--- config.mk ---
export PLATFORM = sky130hd
export DESIGN_NAME = makerdemo_gpio_fade
export DESIGN_NICKNAME = d
export VERILOG_FILES = /design/src/rtl/makerdemo_gpio_fade.sv
export SDC_FILE = /design/constraint.sdc
export NUM_CORES = 1
export LEC_CHECK = 0
export ABC_AREA = 0
export CORE_AREA = 2 2 132 134
export DETAILED_ROUTE_END_ITERATION = 7
export DIE_AREA = 0 0 134 136
export PLACE_DENSITY = 0.79
export SLEW_MARGIN = 20
export SYNTH_ARGS = -nofsm -noshare
export SYNTH_HDL_FRONTEND = slang
export SYNTH_SLANG_ARGS = --single-unit
--- constraint.sdc ---
create_clock -name CLK_BASE -period 5.9 [get_ports CLK_BASE]
set_input_delay 1.77 -clock CLK_BASE [delete_from_list [all_inputs] [get_ports CLK_BASE]]
set_output_delay 1.77 -clock CLK_BASE [all_outputs]
set_load 0.005 [all_outputs]
--- src/rtl/makerdemo_gpio_fade.sv ---
`timescale 1ns/1ps
`default_nettype none
// ============================================================================
// Module      : makerdemo_gpio_fade
// Description : Fabric consumer of the MSS GPIO_x_M2F outputs. Synchronises
//               N_CH GPIO levels into the CLK_BASE domain and drives one PWM
//               LED per channel, fading up or down whenever a GPIO changes.
//               Gated by MSS_READY; every MSS_READY rise first runs a lamp
//               test that holds all LEDs fully on for LAMP_CYCLES clocks.
// Ports       : CLK_BASE  in   fabric clock (CCC GL0)
//               RESET_N   in   asynchronous active-low reset
//               MSS_READY in   MSS ready level (async, 2FF-synchronised here)
//               GPIO_M2F  in   N_CH GPIO levels (async, 2FF-synchronised here)
//               LED       out  N_CH registered PWM outputs
//               ACTIVE    out  high while in RUN
//               LAMP_TEST out  high while in LAMP
// Revision    : 1.0 - initial release
// ============================================================================
module makerdemo_gpio_fade #(
    parameter int N_CH        = 8,
    parameter int PWM_BITS    = 8,
    parameter int STEP_DIV    = 1024,
    parameter int LAMP_CYCLES = 4096
) (
    input  logic            CLK_BASE,
    input  logic            RESET_N,
    input  logic            MSS_READY,
    input  logic [N_CH-1:0] GPIO_M2F,
    output logic [N_CH-1:0] LED,
    output logic            ACTIVE,
    output logic            LAMP_TEST
);

    localparam int STEP_W = (STEP_DIV > 1) ? $clog2(STEP_DIV) : 1;
    localparam int LAMP_W = (LAMP_CYCLES > 1) ? $clog2(LAMP_CYCLES) : 1;

    localparam logic [PWM_BITS-1:0] DUTY_MAX  = {PWM_BITS{1'b1}};
    localparam logic [PWM_BITS-1:0] DUTY_ONE  = PWM_BITS'(1);
    // The counter stops one short of MAX so that duty==MAX is always on.
    localparam logic [PWM_BITS-1:0] PWM_LAST  = DUTY_MAX - DUTY_ONE;
    localparam logic [STEP_W-1:0]   STEP_LAST = STEP_W'(STEP_DIV - 1);
    localparam logic [LAMP_W-1:0]   LAMP_LAST = LAMP_W'(LAMP_CYCLES - 1);

    typedef enum logic [1:0] {
        ST_WAIT = 2'd0,
        ST_LAMP = 2'd1,
        ST_RUN  = 2'd2
    } state_t;

    state_t              state;
    logic                rdy_meta;
    logic                rdy_s;
    logic [N_CH-1:0]     gpio_meta;
    logic [N_CH-1:0]     gpio_s;
    logic [PWM_BITS-1:0] pwm_cnt;
    logic [STEP_W-1:0]   presc;
    logic [LAMP_W-1:0]   lamp_cnt;
    logic [PWM_BITS-1:0] duty [N_CH];
    logic                tick;

    assign tick = (presc == STEP_LAST);

    // Two-flop synchronisers for the asynchronous MSS-side levels.
    always_ff @(posedge CLK_BASE or negedge RESET_N) begin
        if (!RESET_N) begin
            rdy_meta  <= 1'b0;
            rdy_s     <= 1'b0;
            gpio_meta <= '0;
            gpio_s    <= '0;
        end else begin
            rdy_meta  <= MSS_READY;
            rdy_s     <= rdy_meta;
            gpio_meta <= GPIO_M2F;
            gpio_s    <= gpio_meta;
        end
    end

    // Free-running PWM phase counter, period MAX clocks.
    always_ff @(posedge CLK_BASE or negedge RESET_N) begin
        if (!RESET_N) begin
            pwm_cnt <= '0;
        end else if (pwm_cnt == PWM_LAST) begin
            pwm_cnt <= '0;
        end else begin
            pwm_cnt <= pwm_cnt + DUTY_ONE;
        end
    end

    // Control FSM, fade prescaler, lamp timer, duty registers and outputs.
    always_ff @(posedge CLK_BASE or negedge RESET_N) begin
        if (!RESET_N) begin
            state     <= ST_WAIT;
            presc     <= '0;
            lamp_cnt  <= '0;
            LED       <= '0;
            ACTIVE    <= 1'b0;
            LAMP_TEST <= 1'b0;
            for (int i = 0; i < N_CH; i++) begin
                duty[i] <= '0;
            end
        end else begin
            for (int i = 0; i < N_CH; i++) begin
                LED[i] <= (state != ST_WAIT) && (pwm_cnt < duty[i]);
            end

            presc <= tick ? '0 : presc + STEP_W'(1);

            // Losing MSS_READY overrides every other transition.
            if (!rdy_s) begin
                state     <= ST_WAIT;
                ACTIVE    <= 1'b0;
                LAMP_TEST <= 1'b0;
                if (state != ST_WAIT) begin
                    presc <= '0;
                end
                for (int i = 0; i < N_CH; i++) begin
                    duty[i] <= '0;
                end
            end else begin
                case (state)
                    ST_WAIT: begin
                        state     <= ST_LAMP;
                        lamp_cnt  <= '0;
                        LAMP_TEST <= 1'b1;
                        presc     <= '0;
                        for (int i = 0; i < N_CH; i++) begin
                            duty[i] <= DUTY_MAX;
                        end
                    end
                    ST_LAMP: begin
                        lamp_cnt <= lamp_cnt + LAMP_W'(1);
                        if (lamp_cnt == LAMP_LAST) begin
                            state     <= ST_RUN;
                            LAMP_TEST <= 1'b0;
                            ACTIVE    <= 1'b1;
                            presc     <= '0;
                            for (int i = 0; i < N_CH; i++) begin
                                duty[i] <= '0;
                            end
                        end
                    end
                    ST_RUN: begin
                        // One saturating step toward each channel's target.
                        if (tick) begin
                            for (int i = 0; i < N_CH; i++) begin
                                if (gpio_s[i] && (duty[i] != DUTY_MAX)) begin
                                    duty[i] <= duty[i] + DUTY_ONE;
                                end else if (!gpio_s[i] && (duty[i] != '0)) begin
                                    duty[i] <= duty[i] - DUTY_ONE;
                                end
                            end
                        end
                    end
                    default: begin
                        state     <= ST_WAIT;
                        ACTIVE    <= 1'b0;
                        LAMP_TEST <= 1'b0;
                    end
                endcase
            end
        end
    end

endmodule
`default_nettype wire

# Yosys cells after proc, flatten, opt, wreduce, memory -nomap -nowiden

Index checks and enable logic that the tools add are counted.

Add/subtract/negate cells: 19
Multipliers: 0
Div/mod/pow operators: 0
Order comparisons: 8
Eq/ne operators: 26
Shifts and indexed selects: 0
Multiplexer cells: 36
Bitwise gates (word level): 0
Reduce and logical (&&, ||, !) cells: 55

Operators with widths:

| cell                    | count |
|---|---|
| $mux W64                | 3 |
| $pmux W64 S3            | 1 |
| $mux W8                 | 17 |
| $add A8 B1 Y8 const B   | 9 |
| $lt A8 B8 Y1            | 8 |
| $ne A8 B8 Y1 const B    | 8 |
| $reduce_bool A8 Y1      | 8 |
| $sub A8 B1 Y8 const B   | 8 |
| $mux W10                | 4 |
| $ne A4 B4 Y1 const B    | 8 |
| $reduce_and A4 Y1       | 8 |
| $logic_and A1 B1 Y1     | 24 |
| $pmux W12 S2            | 1 |
| $pmux W10 S2            | 1 |
| $add A12 B1 Y12 const B | 1 |
| $eq A12 B12 Y1 const B  | 1 |
| $add A10 B1 Y10 const B | 1 |
| $eq A10 B10 Y1 const B  | 1 |
| $eq A8 B8 Y1 const B    | 1 |
| $logic_not A1 Y1        | 8 |
| $ne A3 B3 Y1 const B    | 2 |
| $pmux W2 S3             | 1 |
| $reduce_and A2 Y1       | 3 |
| $mux W1                 | 4 |
| 10 further kinds        | 13 |

Bits in registers: 124
Latch bits: 0
RAM bits: 0
Memory bits (read-only): 0
Input bits: 11
Word-level logic and storage cells: 163
Memories: 0

# Depth between registers and ports, before layout

Depth in word-level cells: 7
Mapped depth: 10

# Worst setup path after synthesis

No wires, ideal clock.

Path kind: reg-to-reg
From: register duty[10] in the netlist's numbering
To: register duty[15] in the netlist's numbering
Arrival time: 2.706 ns
Required time: 5.781 ns
Slack: 3.075 ns
Cell stages (with the launch flop): 10
Cells stage by stage: dfrtp_1 nand4_1 o21ai_0 ha_1 a211oi_1 a21oi_1 o41ai_1 xnor2_1 o21ba_2 o22a_2

Longest elaborated chain between the ends: 6

RTL lines:

| item                                           | RTL line | text |
|---|---|---|
| start, declared                                | 58       | `logic [PWM_BITS-1:0] duty [N_CH];` |
| start signal, assigned by index                | 147      | `duty[i] <= duty[i] + DUTY_ONE;` |
| start signal, assigned by index                | 149      | `duty[i] <= duty[i] - DUTY_ONE;` |
| $sub A8 B1 Y8 or $ne A8 B8 Y1 (tied branches)  | 149, 146 |  |
| $mux W8 or $logic_and A1 B1 Y1 (tied branches) | 148, 146 |  |
| $mux W8                                        | 146      | `if (gpio_s[i] && (duty[i] != DUTY_MAX)) begin` |
| $mux W64                                       | 144      | `if (tick) begin` |
| $pmux W64 S3                                   | 120      | `case (state)` |
| $mux W64                                       | 109      | `if (!rdy_s) begin` |

Parallel ways exist; a longest one is shown, timed or not. The select of a mux whose other input is x is not followed.
A chain may end at the register's enable or synchronous reset.

# Worst setup path after layout

From: register duty[9] in the netlist's numbering
To: register duty[15] in the netlist's numbering

Same word-level chain as after synthesis.

==> reports/results.tsv <==
metric	value	unit
status	finished clean	
ys_seq_elements	124	
routabilityCongestion	0.823	
grt_pass1_wl	35.0	mm
synth.area.top_cells	dfrtp_1 34%, ha_1 16%, inv_1 3.5%	
grt_max_degree	88	
final.setup_skew	7.08	ps
async_flop_share	100	%
area_delta_synth_final	9.90	%
drt-initial-drc-count	431	
synth_edf_count	0	
synthDistinctLibCells	51	
row_count	48	
yosysSeqAreaShare	33.5	%
critPathMaxFanout	9	
synth_top_area_share	33.5	%
vdd_drop_max	220	uV
vias	7470	
syn_inst	1003	
yosys.area.top_type	dfrtp_1	
syn-cell-area	9260	um2
dp.final_hpwl	13.4	mm
grt_usage	23.9	%
via_per_inst	5.96	
clkSinkCount	124	
first_global_vias	7359	
drt_first_pass_iters	5	
routedWlPerCell	16.2	um
final_common_cell	dfrtp_1	
required	6220	ps
die-width	134	um
maxCapViolations	0	
layout_common_cells	124 x dfrtp_1, 115 x ha_1, 86 x inv_1	
fin_setup_tns	0	ps
crit_arrival	3550	ps
synthFlopType	dfrtp_1	
syn-num-nets	1137	
antenna_cells	0	
clock_latency	430	ps
startpoint_type	flip-flop	
path_clk_slew	60	ps
fin_nets	1149	
powerDensity	242	nW/um2
numCtsBuffers	17	
cts_resized	0	
ys_warn_count	0	
cts_hold_buf	0	
syn_area_per_cell	9.23	um2
cts_setup_buffers	0	
io_buffers	20	
period_minus_slack	3230	ps
rsz0062_at_grt	no	
ios	21	
filler_cell_count	1385	
hold_class	flip-flop to flip-flop	
crit_path_end_kind	flip-flop	
max_slew.worst_pin.slew	1050	ps
p_leak	0.00467	uW
grt_overflow	0	
slew_headroom	29.2	%
ant_nets	0	
core_area	16900	um2
clockRootBuffer	clkbuf_16	
final_layout_size_suffix_gt1_share	8.46	%
clock_path_buffers	2	
setup_viol	0	
crit_type	flip-flop to flip-flop	
die_h	136	um
min_period_over_period	54.8	%
route.detailed.drc	0	
hold_violations	0	
max_freq	0.309	GHz
power	2460	uW
wl	20.3	mm
htreeDepth	4	
start_util	54.9	%
drv_slew	0	
die-area	18200	um2
grt_antenna_before_repair	0	
tritoncts	built	
[metrics by stage]
stage / hold slack, ps / cells / utilization, % / area, um2 / setup slack (ps)
global route: 354 / 1253 / 60.3 / 10200 / 2400
CTS: 348 / 1253 / 60.3 / 10200 / 2710
finish: 347 / 1253 / 60.3 / 10200 / 2670
detailed placement: 335 / 1221 / 56.8 / 9590 / 2750
floorplan: 331 / 1003 / - / 9260 / 3070
global placement: 332 / 1221 / 56.8 / 9590 / 2810
[registers in the layout, summed over array words and instances, names as in the netlist]
name	count
rdy_meta	1
gpio_s	8
ACTIVE	1
gpio_meta	8
LAMP_TEST	1
state	2
presc	10
duty	64
pwm_cnt	8
LED	8
lamp_cnt	12
rdy_s	1
[area by class of cell]
class	count	area [um2]	area share, %
clock buffers	24	472	4.63
flip-flops and latches	124	3100	30.5
clock inverters	8	115	1.13
repair buffers	24	231	2.27
inverters	86	323	3.17
well taps	225	282	2.77
multi-input cells	762	5650	55.5
[final timing paths]
path	start	end	slack [ps]	depth (start not counted)
worst max-delay path	duty[9]	duty[15]	2670	9
worst min-delay path	gpio_meta[1]	gpio_s[1]	350	0
worst max register to register	duty[9]	duty[15]	2670	9
worst min register to register	gpio_meta[1]	gpio_s[1]	350	0
max in group asynchronous	RESET_N	duty[47]	3480	2
min in group asynchronous	RESET_N	gpio_meta[7]	1400	1
[synth_stat cells, types with 9 or more instances]
cell and count:
o31ai_1 29, nand2b_1 20, nor2_1 78, ha_1 115, o21bai_1 9, nor4_1 16
nand2_1 76, o31ai_2 21, dfrtp_1 124, a31oi_1 31, nand4_1 18, or3_1 12
nor3_1 20, inv_1 86, a211oi_1 29, o41ai_1 11, xor2_1 24, xnor2_1 24
nor2b_1 9, a21oi_1 36, clkbuf_1 14, buf_6 9, o21ai_0 55, nand3_1 26
a21o_1 30
[kinds of logic (layout without fill, tap and decap cells)]
family / after synthesis / after routing / share of synthesized area (%)
buffers and inverters: 117 / 142 / 5.54
adder cells (fa/ha/maj): 123 / 123 / 17.3
AO/OA/AOI/OAI: 287 / 287 / 22.5
flip-flops: 124 / 124 / 33.5
multiplexers: 10 / 10 / 1.11
XOR/XNOR: 48 / 48 / 4.54
AND/OR/NAND/NOR: 294 / 294 / 15.5
[where the power goes]
group | switching [uW] | leakage [uW] | internal (uW)
Combinational | 239 | 0.00279 | 195
Sequential | 65.0 | 0.00159 | 902
Clock | 378 | 0.000292 | 682
[per-layer routing]
| metal | GRT usage, % | part of all wire (%) |
|---|---|---|
| met1 | 30.6 | 46 |
| met2 | 39.2 | 48 |
| met3 | 4.66 | 4.1 |
| met4 | 11.0 | 2.8 |
| met5 | 0 | 0 |
[critical path: stages, from the launching register on]
cell	delay [ps]
dfrtp_1	440
nand4_1	150
o21ai_0	850
ha_1	410
a211oi_1	250
a21oi_1	130
o41ai_1	330
xnor2_1	130
o21ba_2	240
o22a_2	190
Power figures use the tool's default switching activity.
